**src/rtl/spi_master_tx_if.sv**
```systemverilog
// Request/handshake side and SPI pin side of the frame transmitter.
// The requester (master) drives start and the frame fields. The transmitter (slave) drives the pins and status.
interface spi_master_tx_if;
  localparam int unsigned CMD_W  = 8;
  localparam int unsigned ADDR_W = 24;
  localparam int unsigned DATA_W = 32;

  logic              start;
  logic [CMD_W-1:0]  cmd;
  logic [ADDR_W-1:0] address;
  logic [DATA_W-1:0] data;
  logic              sck;
  logic              cs;
  logic              mosi;
  logic              busy;
  logic              done;

  modport master (output start, cmd, address, data, input sck, cs, mosi, busy, done);
  modport slave  (input start, cmd, address, data, output sck, cs, mosi, busy, done);
endinterface

```
**src/rtl/spi_master_tx.sv**
```systemverilog
// SPI mode-0 transmitter: sends one {cmd, address, data} frame MSB first per accepted start.
// sck, cs setup, cs hold and the deselect gap are all derived from one CLK_DIV-cycle divider.
module spi_master_tx #(
  parameter int unsigned CLK_DIV   = 4,
  parameter int unsigned FRAME_LEN = 64
) (
  input  logic           clk,
  input  logic           rst_n,
  spi_master_tx_if.slave bus
);
  localparam int unsigned TC_W  = $clog2(CLK_DIV);
  localparam int unsigned BIT_W = 7;

  typedef enum logic [2:0] {IDLE, SETUP, SHIFT, HOLD, GAP} state_t;

  state_t               state_q, state_d;
  logic [TC_W-1:0]      tc_q, tc_d;
  logic [BIT_W-1:0]     bitcnt_q, bitcnt_d;
  logic [FRAME_LEN-1:0] sr_q, sr_d;
  logic                 sck_q, sck_d;
  logic                 cs_q, cs_d;
  logic                 busy_q, busy_d;
  logic                 done_q, done_d;
  logic                 tick_c;

  assign tick_c = (tc_q == TC_W'(CLK_DIV - 1));

  // mosi is the shift register MSB; it reaches zero once all bits have been shifted out
  assign bus.sck  = sck_q;
  assign bus.cs   = cs_q;
  assign bus.mosi = sr_q[FRAME_LEN-1];
  assign bus.busy = busy_q;
  assign bus.done = done_q;

  always_ff @(posedge clk or negedge rst_n) begin
    if (!rst_n) begin
      state_q  <= IDLE;
      tc_q     <= '0;
      bitcnt_q <= '0;
      sr_q     <= '0;
      sck_q    <= 1'b0;
      cs_q     <= 1'b1;
      busy_q   <= 1'b0;
      done_q   <= 1'b0;
    end else begin
      state_q  <= state_d;
      tc_q     <= tc_d;
      bitcnt_q <= bitcnt_d;
      sr_q     <= sr_d;
      sck_q    <= sck_d;
      cs_q     <= cs_d;
      busy_q   <= busy_d;
      done_q   <= done_d;
    end
  end

  always_comb begin
    state_d  = state_q;
    tc_d     = tick_c ? '0 : tc_q + TC_W'(1);
    bitcnt_d = bitcnt_q;
    sr_d     = sr_q;
    sck_d    = sck_q;
    cs_d     = cs_q;
    busy_d   = busy_q;
    done_d   = 1'b0;

    case (state_q)
      IDLE: begin
        tc_d  = '0;
        sck_d = 1'b0;
        if (bus.start) begin
          sr_d     = FRAME_LEN'({bus.cmd, bus.address, bus.data});
          bitcnt_d = '0;
          cs_d     = 1'b0;
          busy_d   = 1'b1;
          state_d  = SETUP;
        end
      end
      SETUP: begin
        if (tick_c) begin
          sck_d   = 1'b1;
          state_d = SHIFT;
        end
      end
      SHIFT: begin
        if (tick_c) begin
          if (sck_q) begin
            // falling edge: present the next bit
            sck_d = 1'b0;
            sr_d  = {sr_q[FRAME_LEN-2:0], 1'b0};
            if (bitcnt_q < BIT_W'(FRAME_LEN)) bitcnt_d = bitcnt_q + BIT_W'(1);
          end else if (bitcnt_q == BIT_W'(FRAME_LEN)) begin
            // last low phase finished: no further rising edge
            state_d = HOLD;
          end else begin
            sck_d = 1'b1;
          end
        end
      end
      HOLD: begin
        if (tick_c) begin
          cs_d    = 1'b1;
          done_d  = 1'b1;
          state_d = GAP;
        end
      end
      GAP: begin
        if (tick_c) begin
          busy_d  = 1'b0;
          state_d = IDLE;
        end
      end
      default: state_d = IDLE;
    endcase
  end
endmodule

```
**src/flat_wrapper.sv**
```systemverilog
// flat-port wrapper written by rule: the top's interface ports become plain ports
module spi_master_tx_flat 
#(
  parameter int unsigned CLK_DIV   = 4,
  parameter int unsigned FRAME_LEN = 64
)
  (clk, rst_n, bus_start, bus_cmd, bus_address, bus_data, bus_sck, bus_cs, bus_mosi, bus_busy, bus_done);
  spi_master_tx_if bus_i ();
  input  logic clk;
  input  logic rst_n;
  input wire logic [$bits(bus_i.start)-1:0] bus_start;
  input wire logic [$bits(bus_i.cmd)-1:0] bus_cmd;
  input wire logic [$bits(bus_i.address)-1:0] bus_address;
  input wire logic [$bits(bus_i.data)-1:0] bus_data;
  output wire logic [$bits(bus_i.sck)-1:0] bus_sck;
  output wire logic [$bits(bus_i.cs)-1:0] bus_cs;
  output wire logic [$bits(bus_i.mosi)-1:0] bus_mosi;
  output wire logic [$bits(bus_i.busy)-1:0] bus_busy;
  output wire logic [$bits(bus_i.done)-1:0] bus_done;
  assign bus_i.start = bus_start;
  assign bus_i.cmd = bus_cmd;
  assign bus_i.address = bus_address;
  assign bus_i.data = bus_data;
  assign bus_sck = bus_i.sck;
  assign bus_cs = bus_i.cs;
  assign bus_mosi = bus_i.mosi;
  assign bus_busy = bus_i.busy;
  assign bus_done = bus_i.done;
  spi_master_tx #(.CLK_DIV(CLK_DIV), .FRAME_LEN(FRAME_LEN)) u_core (.clk(clk), .rst_n(rst_n), .bus(bus_i));
endmodule
```
**config.mk**
```make
export PLATFORM = sky130hd
export DESIGN_NAME = spi_master_tx_flat
export DESIGN_NICKNAME = d
export VERILOG_FILES = /design/src/rtl/spi_master_tx_if.sv /design/src/rtl/spi_master_tx.sv /design/src/flat_wrapper.sv
export SDC_FILE = /design/constraint.sdc
export NUM_CORES = 1
export LEC_CHECK = 0
export CAP_MARGIN = 20
export CELL_PAD_IN_SITES_DETAIL_PLACEMENT = 1
export CELL_PAD_IN_SITES_GLOBAL_PLACEMENT = 1
export CORE_ASPECT_RATIO = 1.4
export CORE_MARGIN = 2
export CORE_UTILIZATION = 55
export CTS_BUF_LIST = sky130_fd_sc_hd__clkbuf_4 sky130_fd_sc_hd__clkbuf_8 sky130_fd_sc_hd__clkbuf_16
export DETAILED_ROUTE_END_ITERATION = 8
export DONT_BUFFER_PORTS = 1
export PLACE_DENSITY = 0.91
export SYNTH_ARGS = -nofsm -noshare
export SYNTH_HDL_FRONTEND = slang
export SYNTH_SLANG_ARGS = --single-unit
```
**constraint.sdc**
```tcl
create_clock -name clk -period 2.8 [get_ports clk]
set_input_delay 0.28 -clock clk [delete_from_list [all_inputs] [get_ports clk]]
set_output_delay 0.28 -clock clk [all_outputs]
set_load 0.05 [all_outputs]
```
==> impl_metrics.sql, run 1 <==
INSERT INTO impl_metrics (metric_group, metric, value, unit) VALUES
('status', 'status', 'finished clean', ''),
('setup_path', 'path_class', 'flop to flop', ''),
('timing', 'final-max-slew-violation-count', '0', ''),
('setup_path', 'r2r_cells', '4', ''),
('floorplanning', 'die_h', '105', 'µm'),
('routing', 'vias_per_cell', '5.94', ''),
('timing', 'fin_worst_hold_slack', '0.0856', 'ns'),
('cells_and_area', 'flow.area_growth_from_synthesis', '6.65', '%'),
('floorplanning', 'die_area', '8040', 'µm²'),
('timing', 'min_period_over_period', '74.7', '%'),
('global_route', 'grt_start_max_net_pins', '81', ''),
('floorplanning', 'start_util', '57.3', '%'),
('setup_path', 'timing.critical_path.cells', 'nand3_1 -> a21oi_4 -> buf_12 -> mux2_2', ''),
('global_route', 'total_grt_usage', '21.8', '%'),
('job', 'max_cap_violations', '0', ''),
('floorplanning', 'floorplan.die.width', '76.3', 'µm'),
('power_and_ir_drop', 'power.total', '2.08', 'mW'),
('routing', 'detailedRoute.firstIterationViolations', '137', ''),
('setup_path', 'worst_r2r_startpoint', 'u_core.bus.sck', ''),
('global_route', 'initial_antenna_violation_count', '0', ''),
('cells_and_area', 'num_antenna_cells', '0', ''),
('setup_path', 'crit_path_max_fanout', '66', ''),
('setup_path', 'worst_path_max_stage_delay', '0.71', 'ns'),
('logic_synthesis', 'post_synthesis_cell_count', '299', ''),
('timing', 'setup_viol_count_final', '0', ''),
('power_and_ir_drop', 'leakagePower', '1.80', 'nW'),
('timing', 'tightestPinTransition', '0.569', 'ns'),
('timing', 'timing.max_slew.rel_slack', '62.0', '%'),
('place', 'global_placer_s_final_weighted_congestion', '0.800', ''),
('worst_hold_path', 'hold-path-cell-count', '1', ''),
('cells_and_area', 'final_util', '61.1', '%'),
('clock_network', 'cts.reportedPaths.clkPinSlew', '0.07', 'ns'),
('clock_network', 'cts_tree', 'done', ''),
('cells_and_area', 'layout-drive-gt1-share', '50.2', '%'),
('logic_synthesis', 'syn-cell-area', '4030', 'µm²'),
('setup_path', 'critical_path_data_required_time', '3.03', 'ns'),
('setup_path', 'timing.critical_path.slowest_stage_cell', 'dfrtp_1', ''),
('global_route', 'grt_pass1_wl', '13600', 'µm'),
('setup_path', 'worst_setup_path_startpoint', 'u_core.bus.sck', ''),
('setup_path', 'arrival', '2.33', 'ns'),
('logic_synthesis', 'yosys.cell_types.count', '45', ''),
('timing', 'finalClockSkew', '0.00970', 'ns'),
('worst_hold_path', 'min_delay_worst_endpoint', 'u_core.sr_q[0]', ''),
('routing', 'drt-pass1-iter-count', '4', ''),
('power_and_ir_drop', 'powerDensity', '485', 'nW/µm²'),
('timing', 'final_hold_violations', '0', ''),
('routing', 'via_total_after_detailed_routing', '2341', ''),
('clock_network', 'numCtsBuffers', '9', ''),
('routing', 'detail_route.wirelength', '7990', 'µm'),
('clock_network', 'cts_max_level', '3', ''),
('setup_path', 'r2r-end', 'u_core.sr_q[24]', ''),
('worst_hold_path', 'hp-start', 'bus_data[0]', ''),
('timing', 'timing.setup.tns', '0', 'ns'),
('cells_and_area', 'most-common-layout-cells', '125 x mux2_2, 79 x dfrtp_1, 10 x clkbuf_8', ''),
('logic_synthesis', 'ys_seq_elements', '80', ''),
('routing', 'postRouteAntennaNets', '0', ''),
('global_route', 'first_global_vias', '2613', ''),
('timing', 'rsz_0062_raised_after_global_routing', 'no', ''),
('power_and_ir_drop', 'vdd_ir_drop_max', '0.000289', 'V'),
('setup_path', 'worst_setup_path_end_kind', 'flop', ''),
('cells_and_area', 'fillerInstances', '689', ''),
('logic_synthesis', 'ys_warn_count', '0', ''),
('floorplanning', 'rows', '36', ''),
('clock_network', 'sink_count', '80', ''),
('logic_synthesis', 'synth-main-ff-cell', 'dfrtp_1', ''),
('cells_and_area', 'multi_input_comb_area', '1910', 'µm²'),
('cells_and_area', 'nNetsFinal', '366', ''),
('floorplanning', 'design.portCount', '72', ''),
('global_route', 'grt_remaining_overflow', '0', ''),
('clock_network', 'clk_latency', '0.36', 'ns'),
('place', 'estimated_wirelength_of_the_detail_placed_design', '5300', 'µm');
==> area by class of cell <==
cell class	count	area share [%]
Timing Repair Buffer	4	1.81
Tap cell	95	2.77
Sequential cell	80	46.6
Multi-Input combinational cell	196	44.5
Clock inverter	1	0.116
Clock buffer	13	3.73
Inverter	5	0.437
==> synth_stat cells (2+ instances only) <==
cell type	n	area share (%)
o21ai_0	6	0.75
buf_4	7	1.3
dfrtp_1	79	49
nor2b_1	4	0.62
o21ba_2	2	0.50
nor2_1	4	0.37
a31oi_1	5	0.78
nor3_1	4	0.50
clkbuf_1	3	0.28
ha_1	3	0.93
buf_2	6	0.75
nand4b_1	2	0.43
mux2_2	125	35
nand3_1	4	0.50
buf_1	2	0.19
inv_1	5	0.47
nand2_1	8	0.75
o211ai_1	3	0.56
==> state kept, by name (all words and copies together) (netlist names) <==
| name | cells |
|---|---|
| u_core.state_q | 3 |
| u_core.sr_q | 64 |
| u_core.bus.done | 1 |
| u_core.tc_q | 2 |
| u_core.bus.busy | 1 |
| u_core.bus.sck | 1 |
| u_core.bus.cs | 1 |
| u_core.bitcnt_q | 7 |
==> cells by family after synthesis <==
logic type               Yosys count  synth area share, %
adder cells (fa/ha/maj)            3                0.932
multiplexers                     127                 35.5
AND/OR/NAND/NOR                   38                 5.84
XOR/XNOR                           1                0.217
AO/OA/AOI/OAI                     27                 4.85
flip-flops                        80                 49.7
buffers and inverters             23                 2.98
==> per-stage QoR <==
stage          instance area [µm²]  cells  worst slack, ns
3_5_place_dp                  4090    378            0.715
3_3_place_gp                  4090    378            0.785
4_1_cts                       4300    394            0.708
2_1_floorplan                 4030    299            0.906
6_report                      4300    394            0.708
5_1_grt                       4300    394            0.604
==> per-layer routing <==
layer,vias to the layer above,GRT usage (%),routed length [µm]
li1,1084,-,-
met1,1195,25.8,3190
met4,0,10.5,162
met2,52,37.8,4350
met3,10,4.20,282
met5,-,0,0
==> worst max path at each step <==
stage                            to  slack (ns)  cells after the start
detailed placement  u_core.sr_q[36]        0.71                      4
global placement    u_core.sr_q[62]        0.79                      4
finish              u_core.sr_q[24]        0.71                      4
CTS                 u_core.sr_q[36]        0.71                      4
global route        u_core.sr_q[23]        0.60                      4
floorplan           u_core.sr_q[62]        0.91                      6
==> worst max-delay path, delay by kind of cell (launching register included) <==
kind / cells / cell delay, ns
simple gates: 1 / 0.31
flops: 1 / 0.71
compound gates: 1 / 0.22
mux: 1 / 0.39
buf+inv: 1 / 0.32
==> report_power, final <==
group,switching (mW),total [mW],leakage [nW],internal [mW]
sequential,0.0242,1.22,0.947,1.20
combinational,0.0435,0.108,0.762,0.0644
clock,0.390,0.756,0.0896,0.366
total,0.458,2.08,1.80,1.63
==> timing repair <==
| action | CTS | global route |
|---|---|---|
| hold buffers | 2 | 0 |
| setup buffers | 0 | 0 |
| endpoints found under the hold margin | 80 | 0 |
Note: power is estimated with default switching activity, not from simulation.
==> run 2, diff against run 1 <==
- CORE_UTILIZATION: 55 -> 46
- PLACE_DENSITY: 0.91 -> 0.82
- clock period: 2.8 -> 1.9 ns (I/O delays scaled with it)
==> run 2 against run 1 <==
Net effect:
- the flow now finishes with violations (hold timing)
- cell area increased by 6.1%
- register-to-register slack got worse by 0.64 ns
- combinational power increased by 12%
- routed wire length increased by 9.5%
- sequential power increased by 48%
- flip-flop and latch count unchanged
- first-iteration DRC count decreased by 38%
- final cell count increased by 5.6%
- non-clock buffer count increased by 9
- critical path depth increased by 1
- fmax increased by 14%
- critical path type unchanged
- largest power group unchanged
==> impl_metrics.sql, run 2 (synthesis gave the netlist of run 1 again) <==
INSERT INTO impl_metrics (metric_group, metric, value, unit) VALUES
('status', 'status', 'finished with violations', ''),
('status', 'failing_checks', 'hold timing', ''),
('timing', 'setup_viol_count_final', '0', ''),
('setup_path', 'arrival', '2.06', 'ns'),
('cells_and_area', 'most-common-layout-cells', '125 x mux2_2, 79 x dfrtp_1, 10 x clkbuf_16', ''),
('cells_and_area', 'final_cell_area', '4560', 'µm²'),
('clock_network', 'clock_path_buffers', '2', ''),
('place', 'global_placer_s_final_weighted_congestion', '0.793', ''),
('global_route', 'grt_start_max_net_pins', '81', ''),
('floorplanning', 'floorplan.die.width', '83.1', 'µm'),
('cells_and_area', 'mostFrequentLayoutCell', 'mux2_2', ''),
('routing', 'via_total_after_detailed_routing', '2404', ''),
('timing', 'timing.setup.tns', '0', 'ns'),
('worst_hold_path', 'holdCritPathClass', 'primary input to async pin', ''),
('timing', 'tightestPinTransition', '0.506', 'ns'),
('timing', 'finalClockSkew', '0.00606', 'ns'),
('timing', 'timing.max_slew.rel_slack', '66.3', '%'),
('global_route', 'globalRouteMet1Util', '21.7', '%'),
('clock_network', 'hold_buffers', '1', ''),
('routing', 'detailedRoute.firstIterationViolations', '85', ''),
('timing', 'highest_clock_frequency_the_design_can_meet', '544', 'MHz'),
('setup_path', 'r2r-end', 'u_core.sr_q[56]', ''),
('place', 'buffer_ports.inserted', '0', ''),
('global_route', 'globalRoute.busiestLayer', 'met2', ''),
('power_and_ir_drop', 'powerDensity', '814', 'nW/µm²'),
('cells_and_area', 'nNetsFinal', '375', ''),
('floorplanning', 'placeableCoreArea', '8560', 'µm²'),
('setup_path', 'crit_path_max_fanout', '28', ''),
('floorplanning', 'start_util', '47.1', '%'),
('setup_path', 'worst_setup_path_end_kind', 'flop', ''),
('floorplanning', 'die_area', '9530', 'µm²'),
('cells_and_area', 'flow.area_growth_from_synthesis', '13.1', '%'),
('global_route', 'total_grt_usage', '19.0', '%'),
('power_and_ir_drop', 'sequentialPowerShare', '48.6', '%'),
('clock_network', 'numCtsBuffers', '9', ''),
('routing', 'drt-pass1-iter-count', '4', ''),
('global_route', 'globalRouteMet3Util', '3.95', '%'),
('clock_network', 'cts_tree', 'done', ''),
('setup_path', 'worst_setup_path_startpoint', 'u_core.state_q[1]', ''),
('clock_network', 'cts.reportedPaths.clkPinSlew', '0.06', 'ns'),
('routing', 'drcViolationCount', '0', ''),
('clock_network', 'number_of_gates_given_a_new_drive_strength_after_cts', '0', ''),
('place', 'placement.cell_area', '4190', 'µm²'),
('place', 'estimated_wirelength_of_the_detail_placed_design', '5590', 'µm'),
('place', 'dp_cells', '396', ''),
('power_and_ir_drop', 'combPwrFrac', '3.3', '%'),
('job', 'max_cap_violations', '0', ''),
('timing', 'rsz_0062_raised_after_global_routing', 'no', ''),
('timing', 'final-max-slew-violation-count', '0', ''),
('global_route', 'met2_usage', '33.9', '%'),
('floorplanning', 'rows', '40', ''),
('setup_path', 'r2r_cells', '5', ''),
('routing', 'route.detailed.wl_per_inst', '21.0', 'µm'),
('global_route', 'grt_remaining_overflow', '0', ''),
('floorplanning', 'design.portCount', '72', ''),
('routing', 'detail_route.wirelength', '8750', 'µm'),
('global_route', 'initial_antenna_violation_count', '0', ''),
('clock_network', 'cts-root-buf', 'clkbuf_16', ''),
('cells_and_area', 'reg_top3', 'u_core.sr_q x64, u_core.bitcnt_q x7, u_core.state_q x3', ''),
('cells_and_area', 'layout-drive-gt1-share', '51.9', '%'),
('power_and_ir_drop', 'vdd_ir_drop_max', '0.000505', 'V'),
('clock_network', 'clk_latency', '0.34', 'ns'),
('timing', 'final_hold_violations', '80', ''),
('global_route', 'first_global_vias', '2684', ''),
('cells_and_area', 'largest_register_ffs', '64', ''),
('power_and_ir_drop', 'p_clk_share', '48.1', '%'),
('setup_path', 'slack_of_the_worst_reg_to_reg_path', '0.06', 'ns'),
('routing', 'postRouteAntennaNets', '0', ''),
('routing', 'vias_per_cell', '5.78', ''),
('setup_path', 'worst_r2r_startpoint', 'u_core.state_q[1]', ''),
('power_and_ir_drop', 'p_sw', '740', 'µW'),
('cells_and_area', 'largest-register', 'u_core.sr_q', ''),
('global_route', 'grt_pass1_wl', '14000', 'µm'),
('power_and_ir_drop', 'leakagePower', '1.93', 'nW'),
('setup_path', 'critical_path_data_required_time', '2.12', 'ns'),
('floorplanning', 'die_h', '115', 'µm'),
('setup_path', 'worstSetupStartpointType', 'flop', ''),
('clock_network', 'cts_max_level', '3', ''),
('timing', 'fin_worst_hold_slack', '-0.451', 'ns'),
('timing', 'min_period_over_period', '96.7', '%'),
('cells_and_area', 'layout.cells.non_filler', '416', ''),
('timing', 'final_period_minus_worst_setup_slack', '1.84', 'ns'),
('setup_path', 'path_class', 'flop to flop', ''),
('power_and_ir_drop', 'switching_share', '20.0', '%'),
('power_and_ir_drop', 'internal-power', '2.97', 'mW'),
('clock_network', 'sink_count', '80', '');
## run 2: cell count changes in the layout (fill, tap and decap cells not counted), sizes merged
cell | previous run | this run
buf | 3 | 11
bufinv | 0 | 1
clkbuf | 13 | 14
clkinv | 1 | 2
diode | 0 | 1
## run 2: how the worst max path moves through the flow
stage	to	slack [ns]	cells after the start
6_report	u_core.sr_q[56]	0.06	5
5_1_grt	u_core.sr_q[32]	0.008	4
4_1_cts	u_core.sr_q[23]	0.04	4
3_5_place_dp	u_core.sr_q[23]	0.05	4
3_3_place_gp	u_core.sr_q[40]	0.15	4
2_1_floorplan	u_core.sr_q[62]	0.006	6
## run 2: through the flow
step / power [mW] / worst slack, ns / utilization (%) / hold slack (ns)
global placement: 1.94 / 0.147 / 49.0 / -0.102
CTS: 3.75 / 0.0404 / 52.7 / -0.467
finish: 3.71 / 0.0628 / 53.2 / -0.451
detailed placement: 1.95 / 0.0516 / 49.0 / -0.104
global route: 3.84 / 0.00757 / 53.2 / -0.468
floorplan: 1.92 / 0.00599 / - / -0.106
## run 2: worst max-delay path: stages (launching register included)
cell,delay [ns]
dfrtp_1,0.48
nor3b_4,0.27
buf_12,0.15
buf_12,0.18
mux2_2,0.36
mux2_2,0.27
## run 2: area by class of cell
cell class	count	area [µm²]
diodes	1	2.50
clock buffers	13	268
clock inverters	3	40.0
fillers	846	4000
inverters	5	18.8
multi-input cells	196	1910
flip-flops and latches	80	2000
well taps	105	131
repair buffers	13	180
## run 2: timing repair
action / 4_1_cts / 5_1_grt
buffers inserted: 0 / 1
endpoints found under the setup margin: 0 / 20
hold endpoints to repair: 81 / 80
## run 2: metal layers
layer  vias to the layer above  wire length (µm)
met2                        45              4860
met4                         0               188
li1                       1106                 -
met5                         -                 0
met1                      1241              3390
met3                        12               304
## run 2: power by group through the flow
stage / registers, mW / clock network, mW / logic (mW)
2_1_floorplan: 1.82 / 0 / 0.105
3_3_place_gp: 1.83 / 0 / 0.110
3_5_place_dp: 1.83 / 0 / 0.119
4_1_cts: 1.80 / 1.82 / 0.123
5_1_grt: 1.81 / 1.89 / 0.133
6_report: 1.80 / 1.79 / 0.121
